File: src/rtl/rx_frame_parser.sv
// rtl/rx_frame_parser.sv - header/payload/trailer frame parser writing payload into accelerator buffers
module rx_frame_parser #(
    parameter int          DATA_W = 256,
    parameter int          ADDR_W = 12,
    parameter logic [15:0] MAGIC  = 16'hA55A
) (
    input  logic              sys_clk,
    input  logic              sys_rst_n,
    input  logic [DATA_W-1:0] din,
    input  logic              din_vld,
    output logic              ready,
    input  logic              sink_ready,
    output logic              buf_wr_en,
    output logic [1:0]        buf_sel,
    output logic [ADDR_W-1:0] buf_wr_addr,
    output logic [DATA_W-1:0] buf_wr_data,
    output logic              busy,
    output logic              frame_done,
    output logic              frame_err,
    output logic [1:0]        err_code
);

    typedef enum logic [1:0] {HDR, PAY, TRL} state_t;

    state_t              state_q, state_d;
    logic [15:0]         k_q, k_d;
    logic [15:0]         n_q, n_d;
    logic [ADDR_W-1:0]   base_q, base_d;
    logic [31:0]         csum_q, csum_d;
    logic [1:0]          sel_q, sel_d;
    logic                wr_en_q, wr_en_d;
    logic [ADDR_W-1:0]   addr_q, addr_d;
    logic [DATA_W-1:0]   data_q, data_d;
    logic                busy_q, busy_d;
    logic                done_q, done_d;
    logic                err_q, err_d;
    logic [1:0]          code_q, code_d;

    logic                accept;
    logic [31:0]         lane_x;
    logic [16:0]         hdr_end;
    logic [16:0]         hdr_limit;

    function automatic logic [31:0] lane_xor(input logic [DATA_W-1:0] w);
        logic [31:0] x;
        x = '0;
        for (int i = 0; i < DATA_W / 32; i++) begin
            x = x ^ w[i*32 +: 32];
        end
        return x;
    endfunction

    always_comb begin
        ready = 1'b1;
        if (state_q == PAY) begin
            ready = sink_ready;
        end
    end

    assign accept    = din_vld && ready;
    assign lane_x    = lane_xor(din);
    // Range check is done one bit wider so base + N cannot wrap past the buffer end.
    assign hdr_end   = 17'(din[ADDR_W+175:176]) + 17'(din[207:192]);
    assign hdr_limit = 17'(1) << ADDR_W;

    always_comb begin
        state_d = state_q;
        k_d     = k_q;
        n_d     = n_q;
        base_d  = base_q;
        csum_d  = csum_q;
        sel_d   = sel_q;
        wr_en_d = 1'b0;
        addr_d  = addr_q;
        data_d  = data_q;
        done_d  = 1'b0;
        err_d   = 1'b0;
        code_d  = code_q;
        case (state_q)
            HDR: begin
                if (accept) begin
                    if (din[255:240] != MAGIC) begin
                        err_d  = 1'b1;
                        code_d = 2'd1;
                    end else if (din[239:232] > 8'd2 || din[207:192] == 16'd0 ||
                                 hdr_end > hdr_limit) begin
                        err_d  = 1'b1;
                        code_d = 2'd2;
                    end else begin
                        sel_d   = din[233:232];
                        base_d  = din[ADDR_W+175:176];
                        n_d     = din[207:192];
                        k_d     = '0;
                        csum_d  = '0;
                        state_d = PAY;
                    end
                end
            end
            PAY: begin
                if (accept) begin
                    wr_en_d = 1'b1;
                    addr_d  = base_q + k_q[ADDR_W-1:0];
                    data_d  = din;
                    csum_d  = csum_q ^ lane_x;
                    k_d     = k_q + 16'd1;
                    if (k_q == n_q - 16'd1) begin
                        state_d = TRL;
                    end
                end
            end
            TRL: begin
                if (accept) begin
                    if (din[31:0] == csum_q) begin
                        done_d = 1'b1;
                    end else begin
                        err_d  = 1'b1;
                        code_d = 2'd3;
                    end
                    state_d = HDR;
                end
            end
            default: state_d = HDR;
        endcase
        busy_d = (state_d != HDR);
    end

    always_ff @(posedge sys_clk or negedge sys_rst_n) begin
        if (!sys_rst_n) begin
            state_q <= HDR;
            k_q     <= '0;
            n_q     <= '0;
            base_q  <= '0;
            csum_q  <= '0;
            sel_q   <= '0;
            wr_en_q <= 1'b0;
            addr_q  <= '0;
            data_q  <= '0;
            busy_q  <= 1'b0;
            done_q  <= 1'b0;
            err_q   <= 1'b0;
            code_q  <= '0;
        end else begin
            state_q <= state_d;
            k_q     <= k_d;
            n_q     <= n_d;
            base_q  <= base_d;
            csum_q  <= csum_d;
            sel_q   <= sel_d;
            wr_en_q <= wr_en_d;
            addr_q  <= addr_d;
            data_q  <= data_d;
            busy_q  <= busy_d;
            done_q  <= done_d;
            err_q   <= err_d;
            code_q  <= code_d;
        end
    end

    assign buf_wr_en   = wr_en_q;
    assign buf_sel     = sel_q;
    assign buf_wr_addr = addr_q;
    assign buf_wr_data = data_q;
    assign busy        = busy_q;
    assign frame_done  = done_q;
    assign frame_err   = err_q;
    assign err_code    = code_q;

endmodule

File: config.mk
export PLATFORM = sky130hd
export DESIGN_NAME = rx_frame_parser
export DESIGN_NICKNAME = d
export VERILOG_FILES = /design/src/rtl/rx_frame_parser.sv
export SDC_FILE = /design/constraint.sdc
export NUM_CORES = 1
export LEC_CHECK = 0
export BUFFER_PORTS_ARGS = -buffer_cell sky130_fd_sc_hd__buf_4
export CORE_AREA = 2 2 211 213
export DETAILED_ROUTE_END_ITERATION = 7
export DIE_AREA = 0 0 213 215
export GPL_ROUTABILITY_DRIVEN = 0
export PLACE_DENSITY = 0.75
export SLEW_MARGIN = 25
export SYNTH_ARGS = -nofsm -noshare
export SYNTH_HDL_FRONTEND = slang
export SYNTH_SLANG_ARGS = --single-unit
File: constraint.sdc
create_clock -name sys_clk -period 6.8 [get_ports sys_clk]
set_input_delay 1.36 -clock sys_clk [delete_from_list [all_inputs] [get_ports sys_clk]]
set_output_delay 1.36 -clock sys_clk [all_outputs]
set_load 0.1 [all_outputs]
-- After elaboration in Yosys (flattened, before gate mapping)
Index checks and enable logic that the tools add are counted.
- flip-flop bits (word level): 354
- input port bits: 260
- logic and storage cells: 88
- add/sub/neg operators: 4
- magnitude comparators: 2
- eq/ne operators: 12
- mux-type cells: 35
- bitwise gates (word level): 10
- reduce and logical (&&, ||, !) cells: 12
- operator list (cell ; number):
    bitwise XOR 32 bit ; 8
    2-to-1 mux 32 bit ; 4
    2-to-1 mux 16 bit ; 4
    case mux 32 bit (2 select lines) ; 1
    == test 32 bit ; 1
    case mux 16 bit (2 select lines) ; 1
    2-to-1 mux 2 bit ; 11
    adder 12 x 16 -> 17 bit ; 1
    greater-than comparator 17 x 13 -> 1 bit, second input constant ; 1
    adder 16 x 1 -> 16 bit, second input constant ; 1
    == test 16 bit ; 1
    zero test 16 bit ; 1
    != test 16 bit, second input constant ; 1
    subtractor 16 x 1 -> 16 bit, second input constant ; 1
    adder 12 bit ; 1
    != test 2 bit, second input constant ; 6
    2-to-1 mux 1 bit ; 11
    AND reduction 5 bit ; 2
    greater-than comparator 8 x 2 -> 1 bit, second input constant ; 1
    case mux 2 bit (3 select lines) ; 1
    nonzero test 2 bit ; 3
    case mux 2 bit (2 select lines) ; 1
    AND reduction 4 bit ; 1
    != test 3 bit, second input constant ; 1
    8 further kinds ; 10

-- Depth between registers and ports, before layout
- depth in word-level cells: 10
- mapped depth: 14
- mapped depth without buffers: 12

-- Worst setup path before layout
Ideal clock, no wire load.
- kind: input port to flip-flop
- from: in din[176]
- to: reg k_q[11]
- arrival time: 4.383 ns
- required time: 6.721 ns
- setup slack: 2.337 ns
- stages on the path: 13
- buffers on the path: 2
- path through: ha_1 -> fa_1 -> a211o_1 -> a2111o_1 -> nand4b_1 -> o211ai_1 -> nand3_1 -> o31a_1 -> or3_1 -> buf_4 -> buf_2 -> a211oi_2 -> mux2i_1
- longest elaborated chain between the ends: 5
- RTL lines (what ; RTL line ; RTL):
    start: declaration ; 9 ; input logic [DATA_W-1:0] din,
    adder 12 x 16 -> 17 bit ; 63 ; assign hdr_end = 17'(din[ADDR_W+175:176]) + 17'(din[207:192]);
    greater-than comparator 17 x 13 -> 1 bit ; 86 ; hdr_end > hdr_limit) begin
    logical OR 1 bit ; 85 ; end else if (din[239:232] > 8'd2 || din[207:192] == 16'd0 ||
    != test 2 bit (no source line) ; n/a ;
    AND reduction 5 bit (no source line) ; n/a ;
    end signal: assignment ; 144 ; k_q <= k_d;
    end: declaration ; 26 ; logic [15:0] k_q, k_d;
No other way between the ends.
A chain may end at the register's enable or synchronous reset.

-- Worst setup path in the final report
- from: in din[176]
- to: reg csum_q[18]
- longest elaborated chain between the ends: 5
- RTL lines (what ; RTL line ; RTL):
    adder 12 x 16 -> 17 bit ; 63 ;
    greater-than comparator 17 x 13 -> 1 bit ; 86 ;
    logical OR 1 bit ; 85 ;
    != test 2 bit (no source line) ; n/a ;
    AND reduction 5 bit (no source line) ; n/a ;
    end signal: assignment ; 147 ; csum_q <= csum_d;
    end: declaration ; 29 ; logic [31:0] csum_q, csum_d;
No other way between the ends.

==> results.cfg <==
[layout]
drive_gt1_share_pct = 24.1
fillers = 3912
fin_area_um2 = 24200
synthToLayoutAreaGrowth_pct = 32.1
final_common_cell = nand2_1
layout_common_cells = 926 x nand2_1, 544 x buf_4, 354 x dfrtp_1, 183 x xnor2_1, 110 x xor2_1
num-nets-final = 2885

[run_status]
outcome = finished clean

[timing]
setup_viol = 0
postLayoutSetupSlackWorst_ns = 1.94
fmax_mhz = 206
fin_crit_ns = 4.86
rsz0062_at_grt = false
final.period_utilization_pct = 71.5
final_hold_viol_count = 0
skew_ns = 0.0219
worstMarginPinSlew_ns = 0.974
totalNegativeSetupSlack_ns = 0
drv_slew = 0
relSlewSlack_pct = 35.1

[clock_tree]
numClockSinks = 354
cts_tree = built
numCtsBuffers = 41
clock_path_buffers = 3
ctsHtreeMaxLevel = 2
postCtsHoldBufs = 0
cts_resized = 0
cts_setup_buffers = 0
path_clk_slew_ns = 0.06
clk_latency_ns = 0.57
cts_root_buffer = clkbuf_16

[setup_path]
crit_type = primary input to flop
crit_slowest_cell = or3_2
critPathRequiredTime_ns = 7.28
rr_worst_depth = 6
max_stage_delay_ns = 0.69
crit_fanout = 65
critPathLaunchType = primary input
rr_endpoint = buf_wr_data[157]$_DFFE_PN0P_
crit_path_end_kind = flop
r2r-start = state_q[1]$_DFF_PN0_
r2r_slack_ns = 3.20
arrival_ns = 5.34
path_cells = buf_4 > ha_1 > fa_1 > a211o_1 > a2111o_1 > nand4b_1 > o211ai_1 > nand3_1 > o31a_1 > or3_2 > buf_4 > a2111o_1 > o21ai_1

[die]
core-area_um2 = 43600
die_y_um = 215
die-area_um2 = 45800
rows = 77
ios = 537
start_util_pct = 42.0
die_width_um = 213

[logic_synthesis]
syn_avg_cell_area_um2 = 8.69
synth_edf_count = 0
synthDistinctLibCells = 61
synth_cells = 2109
ys_ff_latch = 354
synth.net_count = 2396
ys_seq_area_share_pct = 48.3
synth-async-reset-ratio_pct = 100
yosys_most_used_dff = dfrtp_1
yosysWarnings = 0
syn_area_um2 = 18300

[route]
wl_per_cell_um = 20.8
vias = 16700
wl_um = 67000
drt_iter0_drc = 1315
antenna_left = 0
drtPass1Iterations = 6
drcViolationCount = 0
routed_via_density = 5.18

[global_routing]
grt_start_max_net_pins = 198
first_global_vias = 16800
antenna_found_initial = 6
grt-ovfl-total = 0
grt_pass1_wl_um = 101000
track_usage_pct = 29.1

[worst_hold_path]
hold_depth = 2
worstHoldPathType = flop to flop
hold_path_end = base_q[5]$_DFFE_PN0P_
hold_start = base_q[5]$_DFFE_PN0P_

[pwr]
leakage_uw = 0.0128
peakVddDrop_mv = 0.161
p_per_area_nw_per_um2 = 210

[placement]
pre_cts_ws_ns = 1.45
placed_area_um2 = 22800
dp.final_hpwl_um = 50200
portBuffers = 536

[job]
max_cap_viol_count = 0
## synthesized netlist by cell type (all sizes together), types with 3 or more instances
| master | instances | share of area (%) |
|---|---|---|
| a2111o | 37 | 2.3 |
| a2111oi | 3 | 0.18 |
| a211o | 3 | 0.14 |
| a211oi | 9 | 0.53 |
| a21boi | 4 | 0.16 |
| a21o | 5 | 0.20 |
| a21oi | 56 | 1.5 |
| a31oi | 4 | 0.14 |
| and2 | 7 | 0.24 |
| and3 | 9 | 0.31 |
| buf | 17 | 0.59 |
| clkbuf | 84 | 1.7 |
| dfrtp | 354 | 48 |
| ha | 25 | 1.7 |
| inv | 20 | 0.41 |
| mux2 | 3 | 0.18 |
| mux2i | 10 | 0.55 |
| nand2 | 926 | 19 |
| nand2b | 15 | 0.51 |
| nand3 | 20 | 0.55 |
| nand3b | 5 | 0.20 |
| nand4 | 11 | 0.38 |
| nand4b | 3 | 0.14 |
| nor2 | 28 | 0.57 |
| nor2b | 4 | 0.14 |
| nor3 | 11 | 0.30 |
| nor3b | 4 | 0.16 |
| nor4 | 20 | 0.68 |
| nor4bb | 4 | 0.22 |
| o211ai | 8 | 0.35 |
| o21a | 3 | 0.12 |
| o21ai | 68 | 1.9 |
| o22ai | 3 | 0.10 |
| o2bb2ai | 3 | 0.14 |
| o31ai | 5 | 0.20 |
| or3 | 4 | 0.14 |
| xnor2 | 183 | 8.7 |
| xor2 | 110 | 5.3 |
## cells by family (layout without fill, tap and decap cells)
family                     after synthesis  count (layout)  synth area share [%]
and+or+nand+nor                       1080            1080                  23.9
xor gates and xnor gates               293             293                  14.0
other                                    0               5                     0
buffers and inverters                  121             639                  2.72
DFF                                    354             354                  48.3
muxes                                   13              13                 0.730
AOI/OAI and AO/OA                      221             221                  8.42
adders and majority gates               27              27                  1.92
## stage by stage
stage / total power (uW) / hold slack [ns] / cells / util (%)
2_1_floorplan: 2450 / 0.443 / 2109 / -
3_3_place_gp: 2810 / 0.457 / 3147 / 52.3
3_5_place_dp: 2820 / 0.463 / 3147 / 52.3
4_1_cts: 5120 / 0.477 / 3219 / 55.4
5_1_grt: 5240 / 0.495 / 3223 / 55.5
6_report: 5090 / 0.471 / 3224 / 55.5
## area by class of cell
cell class / instances / area, um2 / share of cell area (%)
Clock inverter: 13 / 149 / 0.615
Clock buffer: 59 / 1240 / 5.11
Multi-Input combinational cell: 1634 / 9000 / 37.2
Antenna cell: 5 / 12.5 / 0.0517
Tap cell: 592 / 741 / 3.06
Inverter: 20 / 87.6 / 0.362
Sequential cell: 354 / 8860 / 36.6
Timing Repair Buffer: 547 / 4130 / 17.1
## where the power goes
part | switching [uW] | internal, uW
combinational | 393 | 277
sequential | 0.789 | 2110
clock | 934 | 1370
## registers in the layout, indices dropped and copies added (netlist names)
name / count
frame_err: 1
err_code: 2
buf_wr_data: 256
frame_done: 1
buf_wr_addr: 12
busy: 1
base_q: 12
k_q: 16
buf_wr_en: 1
csum_q: 32
n_q: 16
state_q: 2
buf_sel: 2
## how the worst max path moves through the flow
stage                         from  slack [ns]                     end  depth (start not counted)
final                     din[176]        1.94  csum_q[18]$_DFFE_PN0P_                         13
after floorplan           din[176]        2.34     k_q[11]$_DFFE_PN0P_                         13
after detailed placement  din[176]        1.45  csum_q[12]$_DFFE_PN0P_                         13
after global routing      din[176]        1.87  csum_q[23]$_DFFE_PN0P_                         13
after CTS                 din[176]        2.02  csum_q[18]$_DFFE_PN0P_                         13
after global placement    din[176]        1.58  csum_q[22]$_DFFE_PN0P_                         13
## critical path, delay by kind of cell
kind                       cells  cell delay [ns]
buffers and inverters          2             0.56
and+or+nand+nor                3             0.98
adders and majority gates      2             0.65
AOI/OAI and AO/OA              6             1.73
## layer usage
| metal | share of wire (%) | GRT usage [%] | wire (um) |
|---|---|---|---|
| met5 | 0.019 | 0 | 13 |
| met1 | 39 | 35.9 | 26300 |
| met3 | 7.4 | 6.12 | 4940 |
| met2 | 49 | 48.5 | 32700 |
| met4 | 4.4 | 13.4 | 2960 |
(Power assumes the default switching activity.)
